File: src/rtl/shift_pkg.sv
// Shared types for the multi-cycle shifter: op codes, FSM states and
// the effective iteration count derived from the requested amount.
package shift_pkg;

  localparam int SH_WIDTH = 32;
  localparam int SH_CNT_W = 6;
  localparam int SH_AMT_W = $clog2(SH_WIDTH);

  typedef enum logic [2:0] {
    SHOP_SHR  = 3'b000,
    SHOP_SHRA = 3'b001,
    SHOP_SHL  = 3'b010,
    SHOP_ROR  = 3'b011,
    SHOP_ROL  = 3'b100
  } shop_e;

  typedef enum logic [1:0] {
    ST_IDLE = 2'b00,
    ST_RUN  = 2'b01,
    ST_DONE = 2'b10
  } state_e;

  // Rotates wrap modulo the width; plain shifts saturate at the width,
  // which yields 0 (SHR/SHL) or a sign fill (SHRA). Reserved ops do no steps.
  function automatic logic [SH_CNT_W-1:0] eff_count(input logic [2:0] op,
                                                    input logic [SH_WIDTH-1:0] b);
    logic big;
    big = |b[SH_WIDTH-1:SH_AMT_W];
    case (op)
      SHOP_ROR, SHOP_ROL:
        return SH_CNT_W'(b[SH_AMT_W-1:0]);
      SHOP_SHR, SHOP_SHRA, SHOP_SHL:
        return big ? SH_CNT_W'(SH_WIDTH) : SH_CNT_W'(b[SH_AMT_W-1:0]);
      default:
        return '0;
    endcase
  endfunction

endpackage

File: src/rtl/shift_sequencer_if.sv
// Request/response bundle between the control unit (master) and the
// shift sequencer (slave).
interface shift_sequencer_if #(
  parameter int WIDTH = 32
);
  logic             start;
  logic [2:0]       op;
  logic [WIDTH-1:0] A;
  logic [WIDTH-1:0] B;
  logic             busy;
  logic             done;
  logic [WIDTH-1:0] result;

  modport master (output start, op, A, B, input busy, done, result);
  modport slave  (input start, op, A, B, output busy, done, result);
endinterface

File: src/rtl/shift_step.sv
// One single-bit shift/rotate step applied to the working register.
module shift_step
  import shift_pkg::*;
#(
  parameter int WIDTH = SH_WIDTH
) (
  input  logic [WIDTH-1:0] r,
  input  shop_e            op,
  output logic [WIDTH-1:0] r_next
);

  always_comb begin
    r_next = r;
    case (op)
      SHOP_SHR:  r_next = {1'b0, r[WIDTH-1:1]};
      SHOP_SHRA: r_next = {r[WIDTH-1], r[WIDTH-1:1]};
      SHOP_SHL:  r_next = {r[WIDTH-2:0], 1'b0};
      SHOP_ROR:  r_next = {r[0], r[WIDTH-1:1]};
      SHOP_ROL:  r_next = {r[WIDTH-2:0], r[WIDTH-1]};
      default:   r_next = r;
    endcase
  end

endmodule

File: src/rtl/shift_sequencer.sv
// Iterative shifter: accepts one op on start, applies one bit step per
// clock while busy, then pulses done with the final value held in result.
module shift_sequencer
  import shift_pkg::*;
#(
  parameter int WIDTH = SH_WIDTH,
  parameter int CNT_W = SH_CNT_W
) (
  input  logic              clk,
  input  logic              clr,
  shift_sequencer_if.slave  bus
);

  state_e           state_reg;
  shop_e            op_reg;
  logic [CNT_W-1:0] count_reg;
  logic [WIDTH-1:0] result_reg;
  logic             busy_reg;
  logic             done_reg;
  logic [CNT_W-1:0] start_cnt;
  logic [WIDTH-1:0] step_next;

  assign start_cnt = eff_count(bus.op, bus.B);

  shift_step #(.WIDTH(WIDTH)) u_step (
    .r      (result_reg),
    .op     (op_reg),
    .r_next (step_next)
  );

  always_ff @(posedge clk or posedge clr) begin
    if (clr) begin
      state_reg  <= ST_IDLE;
      op_reg     <= SHOP_SHR;
      count_reg  <= '0;
      result_reg <= '0;
      busy_reg   <= 1'b0;
      done_reg   <= 1'b0;
    end else begin
      case (state_reg)
        ST_RUN: begin
          result_reg <= step_next;
          count_reg  <= count_reg - CNT_W'(1);
          if (count_reg == CNT_W'(1)) begin
            state_reg <= ST_DONE;
            busy_reg  <= 1'b0;
            done_reg  <= 1'b1;
          end
        end
        default: begin
          // IDLE and DONE both accept, so a start held through done chains ops
          if (bus.start) begin
            op_reg     <= shop_e'(bus.op);
            result_reg <= bus.A;
            count_reg  <= start_cnt;
            if (start_cnt != '0) begin
              state_reg <= ST_RUN;
              busy_reg  <= 1'b1;
              done_reg  <= 1'b0;
            end else begin
              state_reg <= ST_DONE;
              busy_reg  <= 1'b0;
              done_reg  <= 1'b1;
            end
          end else begin
            state_reg <= ST_IDLE;
            busy_reg  <= 1'b0;
            done_reg  <= 1'b0;
          end
        end
      endcase
    end
  end

  assign bus.busy   = busy_reg;
  assign bus.done   = done_reg;
  assign bus.result = result_reg;

endmodule

File: src/flat_wrapper.sv
// flat-port wrapper written by rule: the top's interface ports become plain ports
module shift_sequencer_flat import shift_pkg::*;
#(
  parameter int WIDTH = SH_WIDTH,
  parameter int CNT_W = SH_CNT_W
)
  (clk, clr, bus_start, bus_op, bus_A, bus_B, bus_busy, bus_done, bus_result);
  shift_sequencer_if #(.WIDTH(WIDTH)) bus_i ();
  input  logic clk;
  input  logic clr;
  input wire logic [$bits(bus_i.start)-1:0] bus_start;
  input wire logic [$bits(bus_i.op)-1:0] bus_op;
  input wire logic [$bits(bus_i.A)-1:0] bus_A;
  input wire logic [$bits(bus_i.B)-1:0] bus_B;
  output wire logic [$bits(bus_i.busy)-1:0] bus_busy;
  output wire logic [$bits(bus_i.done)-1:0] bus_done;
  output wire logic [$bits(bus_i.result)-1:0] bus_result;
  assign bus_i.start = bus_start;
  assign bus_i.op = bus_op;
  assign bus_i.A = bus_A;
  assign bus_i.B = bus_B;
  assign bus_busy = bus_i.busy;
  assign bus_done = bus_i.done;
  assign bus_result = bus_i.result;
  shift_sequencer #(.WIDTH(WIDTH), .CNT_W(CNT_W)) u_core (.clk(clk), .clr(clr), .bus(bus_i));
endmodule
File: config.mk
export PLATFORM = sky130hd
export DESIGN_NAME = shift_sequencer_flat
export DESIGN_NICKNAME = d
export VERILOG_FILES = /design/src/rtl/shift_pkg.sv /design/src/rtl/shift_sequencer_if.sv /design/src/rtl/shift_step.sv /design/src/rtl/shift_sequencer.sv /design/src/flat_wrapper.sv
export SDC_FILE = /design/constraint.sdc
export NUM_CORES = 1
export LEC_CHECK = 0
export ABC_AREA = 0
export CAP_MARGIN = 25
export CORE_UTILIZATION = 45
export DETAILED_ROUTE_END_ITERATION = 8
export HOLD_SLACK_MARGIN = 0.15
export PLACE_DENSITY = 0.8
export SYNTH_ARGS = -nofsm -noshare
export SYNTH_HDL_FRONTEND = slang
export SYNTH_SLANG_ARGS = --single-unit
File: constraint.sdc
create_clock -name clk -period 1.83 [get_ports clk]
set_input_delay 0.366 -clock clk [delete_from_list [all_inputs] [get_ports clk]]
set_output_delay 0.366 -clock clk [all_outputs]
set_load 0.02 [all_outputs]
# After elaboration in Yosys (flattened, before gate mapping)

Cells that the tools add are included.
Widths: inputs -> output; s select.

$add $sub $neg: 1
Equal/unequal tests: 14
Mux-type cells: 19
Bitwise gates (word level): 1
Reductions and logical operators: 10

Operators by type and width:

| operator            | number |
|---|---|
| $pmux 32 s5         | 1 |
| $mux 32             | 2 |
| $reduce_or 27->1    | 1 |
| $mux 6              | 3 |
| $eq 3x2->1 const B  | 4 |
| $pmux 6 s2          | 1 |
| $mux 1              | 8 |
| $mux 2              | 4 |
| $eq 3x1->1 const B  | 2 |
| $eq 3x3->1 const B  | 2 |
| $eq 6x1->1 const B  | 1 |
| $logic_not 3->1     | 2 |
| $ne 6x6->1 const B  | 1 |
| $reduce_bool 6->1   | 1 |
| $sub 6x1->6 const B | 1 |
| $ne 5x5->1 const B  | 1 |
| $reduce_and 2->1    | 2 |
| $reduce_and 3->1    | 1 |
| $reduce_or 3->1     | 1 |
| $eq 2x1->1 const B  | 1 |
| $ne 2x1->1 const B  | 1 |
| $ne 2x2->1 const B  | 1 |
| $reduce_bool 2->1   | 1 |
| $reduce_or 2->1     | 1 |
| $not 1->1           | 1 |

Bits in registers: 45
Input bits: 70
Output and inout bits: 34
Word-level logic and storage cells: 52

# Depth between registers and ports, before layout

Gate-level depths: netlist of run 1.

Word-level depth: 7
Gate-level depth with buffers: 7
Gate-level depth less buffers: 6

# By module

Synthesis of run 1 repeated with hierarchy kept, for this count alone.

Cell total of the unflattened synthesis: 426
Area, all modules: 3345.7 um2

By module, submodules not included:

| module          | times used | cells each | area each (um2) | sequential area each (um2) |
|---|---|---|---|---|
| shift_sequencer | 1          | 217        | 2152.1          | 1076.0 |
| shift_step      | 1          | 209        | 1193.6          | 0.0 |

# Least setup slack after synthesis of run 1

No wires, ideal clock.

Path kind: flip-flop to flip-flop
Start point: register u_core.state_reg[1]
End point: register u_core.result_reg[3] (netlist: u_core.bus.result[3])
Setup time: 0.118 ns
Arrival time: 1.486 ns
Data required time: 1.712 ns
Path slack: 0.226 ns
Stages on the path, launching flop included: 7
Path buffers: 2
Period minus slack after synthesis: 1.604 ns
Path through: dfrtp_1 nand2b_1 buf_4 o21ai_2 buf_2 a211oi_1 a21o_1

Longest elaborated chain between the ends: 3
Elaborated cells between the ends (all ways): 5
Those cells by class: eq/ne: 2; mux: 1; reduce/logical: 2

RTL lines:

| item                                                             | line                  | RTL |
|---|---|---|
| start, declared                                                  | shift_sequencer.sv:14 | `state_e state_reg;` |
| start signal, assigned                                           | shift_sequencer.sv:33 | `state_reg <= ST_IDLE;` |
| start signal, assigned                                           | shift_sequencer.sv:45 | `state_reg <= ST_DONE;` |
| start signal, assigned                                           | shift_sequencer.sv:57 | `state_reg <= ST_RUN;` |
| $eq 2x1->1 *                                                     | shift_sequencer.sv:40 | `case (state_reg)` |
| $ne 6x6->1 (no source line) or $reduce_bool 2->1 (tied branches) | -                     |  |
| $reduce_and 2->1 (no source line)                                | -                     |  |
| end signal, assigned                                             | shift_sequencer.sv:42 | `result_reg <= step_next;` |
| end signal, assigned                                             | shift_sequencer.sv:54 | `result_reg <= bus.A;` |
| end, declared                                                    | shift_sequencer.sv:17 | `logic [WIDTH-1:0] result_reg;` |

Mark *: on every way between the ends. The rest lies on a longest branch, timed or not.
A chain may end at the register's enable or synchronous reset.

# Worst setup path after layout of run 1

Start point: input port bus_B[9]
End point: register u_core.count_reg[2]

Longest elaborated chain between the ends: 5

RTL lines:

| item                 | line                  | RTL |
|---|---|---|
| start, declared      | flat_wrapper.sv:14    | `input wire logic [$bits(bus_i.B)-1:0] bus_B;` |
| $reduce_or 27->1     | shift_pkg.sv:28       | `big = \|b[SH_WIDTH-1:SH_AMT_W];` |
| $mux 6               | shift_pkg.sv:33       | `return big ? SH_CNT_W'(SH_WIDTH) : SH_CNT_W'(b[SH_AMT_W-1:0]);` |
| $pmux 6 s2           | shift_pkg.sv:29       | `case (op)` |
| $mux 6               | shift_sequencer.sv:52 | `if (bus.start) begin` |
| $mux 6               | shift_sequencer.sv:40 |  |
| end signal, assigned | shift_sequencer.sv:43 | `count_reg <= count_reg - CNT_W'(1);` |
| end signal, assigned | shift_sequencer.sv:55 | `count_reg <= start_cnt;` |
| end, declared        | shift_sequencer.sv:16 | `logic [CNT_W-1:0] count_reg;` |

No other way between the ends. The select of a mux whose other input is x is not followed.

==> results of run 1 <==
## report_power, final
group          switching (mW)  leakage [nW]  internal (mW)  total, mW
Combinational            2.50          1.15           2.66       5.16
Clock                   0.315        0.0422          0.268      0.583
Sequential              0.589         0.511           1.47       2.06
## final timing paths
check | endpoint | slack, ns | depth (start not counted)
setup / recovery | u_core.count_reg[2] | 0.08 | 6
hold / removal | u_core.bus.result[0] | 0.29 | 2
setup reg to reg | u_core.bus.result[5] | 0.13 | 5
hold reg to reg | u_core.bus.result[11] | 0.54 | 1
max in group asynchronous | u_core.bus.result[5] | 1.11 | 3
min in group clk | u_core.bus.result[11] | 0.54 | 1
## cell usage in the layout (no fill, tap or decap), drive strengths merged, types with 3 or more instances in the layout
master         instances
clkdlybuf4s50        103
dfrtp                 43
nor2                  39
mux2i                 31
a21o                  30
a211oi                30
buf                   16
nand2                  7
clkbuf                 7
nor4                   6
o21ai                  6
a21oi                  5
nor3                   5
nand2b                 3
o22ai                  3
mux2                   3
inv                    3
## worst max-delay path: stages
cell	delay [ns]
clkdlybuf4s50_1	0.43
nor4_1	0.33
nand4_1	0.21
o31ai_4	0.31
a21oi_1	0.11
a311oi_1	0.19
## cell families (layout without fill, tap and decap cells)
kind of cell / after synthesis / after routing / share of synthesized area
flip-flops: 43 / 43 / 0.393
AND/OR/NAND/NOR: 68 / 68 / 0.116
multiplexers: 34 / 34 / 0.126
adder cells (fa/ha/maj): 3 / 3 / 0.0128
buffers and inverters: 25 / 130 / 0.0630
AO/OA/AOI/OAI: 91 / 91 / 0.273
XOR/XNOR: 3 / 3 / 0.0164
## layout make-up
class / instances / area, µm²
fill: 474 / 1890
tap: 75 / 93.8
clock inverter: 1 / 5.00
multi-input combinational: 199 / 1510
clock buffer: 7 / 76.3
inverter: 3 / 11.3
sequential: 43 / 1080
timing repair buffer: 119 / 1230
## layer usage
layer | wire length (µm) | part of all wire | vias up | global-route usage
met5 | 0 | 0 | - | 0
met4 | 127 | 0.018 | 0 | 0.0750
met3 | 276 | 0.039 | 14 | 0.0420
met2 | 3610 | 0.51 | 72 | 0.400
met1 | 3020 | 0.43 | 1265 | 0.287
li1 | - | - | 1205 | -
==> results.rst, run 1 <==
.. list-table::
   :header-rows: 1

   * - Metric
     - Value
   * - Clock root buffer
     - clkbuf_8
   * - Clock buffer count from CTS
     - 5
   * - Total power consumption of the routed design
     - 7.80 mW
   * - Max transition margin
     - 0.756
   * - Share of flip-flops with an asynchronous set or reset after synthesis
     - 1.00
   * - Data arrival time of the critical path
     - 1.95 ns
   * - Mean routed wirelength per cell
     - between 15 and 20 µm
   * - Setup skew after layout
     - between 0.007 and 0.008 ns
   * - Max clock buf depth
     - 2
   * - Status
     - finished, final reports clean
   * - Post-synthesis instance area
     - 0.00274 mm²
   * - Max Freq
     - around 570 MHz
   * - Share of the synthesized area in the top cell type
     - 0.393
   * - Vias per cell
     - between 5 and 6
   * - Core Area
     - approximately 0.0059 mm²
   * - Startpoint of the lowest-slack register-to-register path
     - u_core.op_reg[2]
   * - Max-slew violation count
     - 0
   * - Final hold violations
     - 0
   * - Post-detailed-routing wire length
     - around 7000 µm
   * - Leakage
     - 1.70 nW
   * - Total setup violations reported at the end of the flow
     - 0
   * - Unrepaired setup endpoints after global routing
     - false
   * - Global-route wire length before repair
     - 11400 µm
   * - Final min period
     - 1.75 ns
   * - Initial antenna violation count
     - 0
   * - Most frequent cells after synthesis
     - dfrtp_1 (43), nor2_1 (38), mux2i_1 (31)
   * - Fraction of the core area covered by cells at the end of the flow
     - 0.679
   * - Die height
     - 80.1 µm
   * - Number of maximum-capacitance violations
     - 0
   * - Clock tree from TritonCTS
     - yes
   * - Post-cts repair resize count
     - 0
   * - Pre-CTS setup slack
     - -0.247 ns
   * - Synth Area per Inst
     - 10.3 µm²
   * - Max Fanout on Critical Path
     - 4
   * - Area of the die
     - 0.00641 mm²
   * - Gpl congestion
     - 0.794
   * - Kind of start point of the critical path
     - input pin
   * - Final Non-Filler Cells
     - 447
   * - Quantity of I/O buffers inserted on ports
     - 103
   * - Row count
     - 28
   * - Worst-Skew Late Latency
     - approximately 0.29 ns
   * - Flip-flop and latch count after synthesis
     - between 40 and 50
   * - Smallest hold slack
     - 0.286 ns
   * - Total congestion overflow
     - 0
   * - Total track usage
     - 0.230
   * - Area of placed instances
     - 0.00392 mm²
   * - Synth area leaders
     - dfrtp_1 (39%), mux2i_1 (11%), a21o_1 (8.2%)
   * - Critical Path RT
     - 2.03 ns
   * - Placed cell count
     - 439
   * - Final design instance area without fill
     - between 0.003 and 0.004 mm²
   * - Actual slew at the worst max-slew pin
     - between 0.3 and 0.4 ns
   * - Remaining number of nets flagged by the antenna check after routing
     - 0
   * - Final worst-path cycle share
     - 0.957
   * - H-tree depth
     - 2
   * - Count of vias placed by the detailed router
     - 2556
   * - Final TNS setup
     - 0 ns
   * - Number of distinct standard cells referenced by the synthesized netlist
     - 46
   * - Hold_buf cts
     - 0
   * - Total nets after synthesis
     - 339
   * - Post-CTS setup buffer count
     - 0
   * - Synth area leader
     - dfrtp_1
   * - Proportion of synthesized chip area in sequential cells
     - 0.393
   * - Post-route DRC violation count
     - 0
   * - Layout cells sized above 1
     - 0.124
   * - Maximum number of pins on one net before global-route repair
     - 45
   * - Max FFs per register
     - 32
   * - HPWL after detailed placement
     - 5370 µm
   * - Worst setup slack after layout
     - 0.0782 ns
   * - Drt first pass iters
     - 4
   * - Total power density per cell area
     - about 2000 mW/mm²
   * - Clock sink total
     - 43
   * - Synthesis warning total
     - 0
   * - Vias in the first global route
     - between 2000 and 2500
   * - Synthesized netlist cell count
     - 267
   * - Most frequently used cell type in the post-synthesis netlist
     - dfrtp_1
   * - Number of DRC markers in iteration 0
     - approximately 130
   * - Layout Nets
     - between 400 and 500
   * - Setup Crit Path Kind
     - input pin to flip-flop
   * - DIE WIDTH
     - 80.1 µm
   * - Final antenna diode count
     - 0
   * - Effective utilization at floorplan
     - 0.466
   * - Worst hold-check path type
     - input pin to async pin
   * - Number of enable-type register cells in the synthesized netlist
     - 0
   * - Post-synthesis to final-layout area growth
     - 45.8%
   * - IO Pins
     - 104
   * - Nature of the critical path endpoint
     - flip-flop
   * - VDD IR max
     - ~0.0011 V
   * - First element of the critical path
     - bus_B[9]
   * - Dominant synthesized flop cell
     - dfrtp_1
   * - Clock-pin transition on the worst setup and hold timing paths
     - 0.08 ns
No activity file was read; power rests on OpenSTA's default activity.
==> run 2: changes to the inputs <==
--- a/config.mk
+++ b/config.mk
@@ -8,6 +8,7 @@
 export ABC_AREA = 0
 export CAP_MARGIN = 25
 export CORE_UTILIZATION = 45
+export CTS_BUF_LIST = sky130_fd_sc_hd__clkbuf_16
 export DETAILED_ROUTE_END_ITERATION = 8
 export HOLD_SLACK_MARGIN = 0.15
 export PLACE_DENSITY = 0.8
==> run 2 against run 1 <==
Compared with the run above:
- hold slack improved by 0.016 ns
- count of clock-buffer cells in the layout fell by 2
- sequential share of layout area fell by 0.71 points
- largest power group unchanged
- clock power rose by 44%
- highest routed layer unchanged
==> results.rst, run 2 (synthesis results as in run 1) <==
.. list-table::
   :header-rows: 1

   * - Metric
     - Value
   * - Status
     - finished, final reports clean
   * - Max transition margin
     - 0.728
   * - Area taken by multi-input logic gates
     - 0.00155 mm²
   * - Final hold violations
     - 0
   * - Number of DRC markers in iteration 0
     - 133
   * - Total power density per cell area
     - 1980 mW/mm²
   * - Setup Crit Path Kind
     - input pin to flip-flop
   * - IO Pins
     - 104
   * - Max FFs per register
     - 32
   * - Peak-usage layer in the global routing report
     - met2
   * - Met3 track demand over resource in global routing
     - 0.0409
   * - Global-route track usage on met1
     - 0.296
   * - Post-synthesis to final-layout area growth
     - 49.7%
   * - Setup skew after layout
     - 0.00679 ns
   * - Quantity of I/O buffers inserted on ports
     - 103
   * - Gpl congestion
     - ~0.79
   * - Initial antenna violation count
     - 0
   * - Max-slew violation count
     - 0
   * - Core Area
     - 0.00589 mm²
   * - Total setup violations reported at the end of the flow
     - 0
   * - Max Freq
     - 567 MHz
   * - Post-CTS setup buffer count
     - 0
   * - Critical Path RT
     - 2.01 ns
   * - Area used by sequential logic in the layout
     - 0.00108 mm²
   * - DIE WIDTH
     - 80.1 µm
   * - Effective utilization at floorplan
     - 0.466
   * - Layout cells sized above 1
     - 0.142
   * - Layout Nets
     - 443
   * - Area of the die
     - 0.00641 mm²
   * - Number of maximum-capacitance violations
     - 0
   * - Final min period
     - 1.76 ns
   * - Unrepaired setup endpoints after global routing
     - false
   * - Met2 global-route usage
     - 0.410
   * - Post-detailed-routing wire length
     - 7210 µm
   * - Final TNS setup
     - 0 ns
   * - H-tree depth
     - 2
   * - Final antenna diode count
     - 0
   * - Total track usage
     - 0.235
   * - Data arrival time of the critical path
     - around 2.0 ns
   * - Clock sink total
     - 43
   * - Worst hold-check path type
     - input pin to async pin
   * - Maximum number of pins on one net before global-route repair
     - 45
   * - Total congestion overflow
     - 0
   * - Clock root buffer
     - clkbuf_16
   * - Die height
     - around 80 µm
   * - Drt first pass iters
     - 4
   * - Global-route wire length before repair
     - ~12000 µm
   * - Largest stage delay on the critical path
     - 0.44 ns
   * - Clock buffer count from CTS
     - 5
   * - Clock tree from TritonCTS
     - yes
   * - Worst-Skew Late Latency
     - about 0.28 ns
   * - Most frequent cells in the layout
     - clkdlybuf4s50_1 (99), dfrtp_1 (43), nor2_1 (38)
   * - Post-route DRC violation count
     - 0
   * - Clock-pin transition on the worst setup and hold timing paths
     - about 0.060 ns
   * - Max Fanout on Critical Path
     - 4
   * - Max clock buf depth
     - 2
   * - Leakage
     - ~1.8 nW
   * - Kind of start point of the critical path
     - input pin
   * - Final worst-path cycle share
     - 0.964
   * - Remaining number of nets flagged by the antenna check after routing
     - 0
   * - FILL cells
     - 445
   * - Leading cell type in the layout, fill and taps excluded
     - clkdlybuf4s50_1
   * - Mean routed wirelength per cell
     - 16.1 µm
   * - Count of vias placed by the detailed router
     - 2545
   * - Actual slew at the worst max-slew pin
     - between 0.4 and 0.5 ns
   * - Hold_buf cts
     - 0
   * - Nature of the critical path endpoint
     - flip-flop
   * - Vias per cell
     - 5.69
   * - Fraction of the core area covered by cells at the end of the flow
     - 0.697
   * - CP cell instances
     - clkdlybuf4s50_1 -> nor4_2 -> nand4_1 -> o31ai_4 -> a21oi_2 -> a311oi_2
   * - HPWL after detailed placement
     - 5370 µm
   * - Vias in the first global route
     - 2468
   * - Row count
     - 28
   * - Smallest hold slack
     - 0.302 ns
   * - VDD IR max
     - between 0.001 and 0.0015 V
   * - Critical-path top delay cell
     - clkdlybuf4s50_1
## run 2: cell count changes in the layout (fill, tap and decap cells not counted), sizes merged
| cell | before | now |
|---|---|---|
| dlymetal6s2s | 0 | 4 |
| clkbuf | 7 | 5 |
| clkdlybuf4s50 | 103 | 99 |
| inv | 3 | 5 |
## run 2: power by group
part | total, mW | internal [mW] | switching (mW)
combinational | 5.21 | 2.67 | 2.54
clock | 0.841 | 0.493 | 0.348
sequential | 2.07 | 1.47 | 0.594
## run 2: per-stage QoR
stage               total power, mW  worst slack, ns  instance area [µm²]  instances
finish                         8.12           0.0656                 4100        447
floorplan                      5.64            0.226                 2740        267
global route                   8.67          0.00131                 4100        447
CTS                            8.15           0.0168                 4070        447
detailed placement             7.25           -0.247                 3920        439
global placement               7.12           -0.129                 3920        439
## run 2: worst paths after layout
path                                  startpoint                     to  slack [ns]  cells after the start
hold / removal                               clr   u_core.bus.result[0]        0.30                      2
max in group asynchronous                    clr   u_core.bus.result[5]        1.10                      3
setup reg to reg             u_core.state_reg[1]       u_core.op_reg[1]        0.12                      4
hold reg to reg            u_core.bus.result[12]  u_core.bus.result[12]        0.54                      1
setup / recovery                        bus_B[9]    u_core.count_reg[2]        0.07                      6
min in group clk           u_core.bus.result[12]  u_core.bus.result[12]        0.54                      1
## run 2: final cells by class
class	count	share of cell area
Inverter	3	0.00274
Tap cell	75	0.0229
Clock buffer	5	0.0305
Timing Repair Buffer	119	0.301
Sequential cell	43	0.262
Clock inverter	3	0.00305
Multi-Input combinational cell	199	0.377
## run 2: worst max-delay path: cells and delay by family
family | cells | cell delay, ns
compound gates | 3 | 0.64
simple gates | 2 | 0.49
buf+inv | 1 | 0.44
## run 2: what timing repair did
action | 4_1_cts | 5_1_grt
endpoints found under the setup margin | 1 | 2
gates resized for setup | 2 | 9
pin swaps | 1 | 8
## run 2: metal layers
metal	part of all wire	vias up
met5	0	-
met4	0.016	0
met3	0.040	11
met2	0.53	67
met1	0.42	1259
li1	-	1208
==> run 3: changes to the inputs <==
--- a/config.mk
+++ b/config.mk
@@ -7,11 +7,13 @@
 export LEC_CHECK = 0
 export ABC_AREA = 0
 export CAP_MARGIN = 25
+export CORE_MARGIN = 1
 export CORE_UTILIZATION = 45
 export CTS_BUF_LIST = sky130_fd_sc_hd__clkbuf_16
 export DETAILED_ROUTE_END_ITERATION = 8
 export HOLD_SLACK_MARGIN = 0.15
 export PLACE_DENSITY = 0.8
+export SKIP_CTS_REPAIR_TIMING = 1
 export SYNTH_ARGS = -nofsm -noshare
 export SYNTH_HDL_FRONTEND = slang
 export SYNTH_SLANG_ARGS = --single-unit
==> run 3 against run 2 <==
Compared with the run above:
- critical path depth stayed put
- power is 0.46% lower
- hold slack better by 0.00058 ns
- design area is 0.64% lower
- wire length is 0.82% lower
- utilization is 0.45 points lower
- global-route usage is 0.12 points lower
- flip-flop and latch count stayed put
- critical endpoint unchanged
- largest power group unchanged
==> results.rst, run 3 (synthesis results as in run 1) <==
.. list-table::
   :header-rows: 1

   * - Metric
     - Value
   * - H-tree depth
     - 2
   * - Clock buffer count from CTS
     - 5
   * - Post-route DRC violation count
     - 0
   * - Status
     - finished, final reports clean
   * - Total power density per cell area
     - 1980 mW/mm²
   * - Final TNS setup
     - 0 ns
   * - Setup skew after layout
     - 0.00641 ns
   * - Worst hold-check path type
     - input pin to async pin
   * - Vias in the first global route
     - 2471
   * - Total congestion overflow
     - 0
   * - Row count
     - 28
   * - HPWL after detailed placement
     - roughly 5400 µm
   * - Quantity of I/O buffers inserted on ports
     - 103
   * - Final worst-path cycle share
     - 0.987
   * - Number of maximum-capacitance violations
     - 0
   * - Clock root buffer
     - clkbuf_16
   * - DIE WIDTH
     - 80.1 µm
   * - Mean routed wirelength per cell
     - 16.0 µm
   * - Detailed-route wire length on metal 1
     - between 2000 and 3000 µm
   * - Gpl congestion
     - roughly 0.79
   * - Final antenna diode count
     - 0
   * - Core Area
     - 0.00589 mm²
   * - Max Fanout on Critical Path
     - 4
   * - Die height
     - 80.1 µm
   * - Final design instance area without fill
     - 0.00408 mm²
   * - Vias per cell
     - 5.71
   * - Count of vias placed by the detailed router
     - 2551
   * - Leading cell type in the layout, fill and taps excluded
     - clkdlybuf4s50_1
   * - Actual slew at the worst max-slew pin
     - 0.379 ns
   * - Total track usage
     - 0.234
   * - Uppermost routed layer
     - met4
   * - Leakage
     - 1.74 nW
   * - Clock sink total
     - 43
   * - Worst-Skew Late Latency
     - between 0.2 and 0.3 ns
   * - Post-detailed-routing wire length
     - 7150 µm
   * - Max Freq
     - 554 MHz
   * - Initial antenna violation count
     - 0
   * - Nature of the critical path endpoint
     - flip-flop
   * - DR WL met2
     - 3750 µm
   * - Effective utilization at floorplan
     - 0.466
   * - Max clock buf depth
     - 2
   * - Wire length on met3
     - between 200 and 300 µm
   * - Placed cell count
     - 439
   * - Layout Nets
     - 443
   * - Area of the die
     - approximately 0.0064 mm²
   * - Area of placed instances
     - a little under 0.004 mm²
   * - Final Non-Filler Cells
     - 447
   * - VDD IR max
     - 0.00113 V
   * - Global-route wire length before repair
     - approximately 12000 µm
   * - Kind of start point of the critical path
     - input pin
   * - Max FFs per register
     - 32
   * - Maximum number of pins on one net before global-route repair
     - 45
   * - IO Pins
     - 104
   * - Number of DRC markers in iteration 0
     - 101
   * - Total setup violations reported at the end of the flow
     - 0
   * - Data arrival time of the critical path
     - 1.98 ns
   * - Max transition margin
     - 0.745
   * - Critical Path RT
     - 2.00 ns
   * - Final min period
     - 1.81 ns
   * - Clock-pin transition on the worst setup and hold timing paths
     - 0.06 ns
   * - Final hold violations
     - 0
   * - Clock tree from TritonCTS
     - yes
   * - Layout cells sized above 1
     - 0.134
   * - Most frequent cells in the layout
     - clkdlybuf4s50_1 (103), dfrtp_1 (43), nor2_1 (38)
   * - Max-slew violation count
     - 0
   * - Post-synthesis to final-layout area growth
     - 48.7%
   * - Setup Crit Path Kind
     - input pin to flip-flop
   * - Drt first pass iters
     - 4
   * - Remaining number of nets flagged by the antenna check after routing
     - 0
==> run 3: final timing paths <==
check | from | to | slack [ns] | cells after the start
setup / recovery | bus_B[9] | u_core.count_reg[2] | 0.02 | 6
hold / removal | clr | u_core.bus.result[0] | 0.30 | 2
setup reg to reg | u_core.op_reg[2] | u_core.bus.result[5] | 0.13 | 5
hold reg to reg | u_core.bus.result[12] | u_core.bus.result[12] | 0.54 | 1
max in group asynchronous | clr | u_core.bus.result[5] | 1.10 | 3
min in group clk | u_core.bus.result[12] | u_core.bus.result[12] | 0.54 | 1
==> run 3: worst max-delay path: stages <==
cell	delay [ns]
clkdlybuf4s50_1	0.42
nor4_1	0.33
nand4_1	0.21
o31ai_4	0.27
a21oi_1	0.13
a311oi_1	0.25
==> run 3: where the power goes <==
| part | leakage [nW] | internal [mW] | total [mW] | switching [mW] |
|---|---|---|---|---|
| registers | 0.511 | 1.47 | 2.06 | 0.589 |
| clock network | 0.0762 | 0.493 | 0.838 | 0.345 |
| logic | 1.15 | 2.66 | 5.18 | 2.52 |
==> run 3: through the flow <==
stage | setup slack, ns | utilization | hold slack (ns) | power, mW
CTS | -0.0188 | 0.689 | 0.307 | 8.15
detailed placement | -0.247 | 0.665 | 0.525 | 7.25
global placement | -0.129 | 0.665 | 0.527 | 7.12
finish | 0.0239 | 0.693 | 0.302 | 8.08
global route | -0.0370 | 0.693 | 0.309 | 8.64
floorplan | 0.226 | - | 0.506 | 5.64
==> run 3: area by class of cell <==
class	count	area [µm²]
fill	450	1810
multi-input combinational	199	1530
timing repair buffer	119	1230
sequential	43	1080
clock buffer	5	125
tap	75	93.8
clock inverter	3	12.5
inverter	3	11.3
==> run 3: routing by layer <==
metal	vias up	track usage
li1	1210	-
met1	1249	0.293
met2	79	0.410
met3	13	0.0409
met4	0	0.0679
met5	-	0
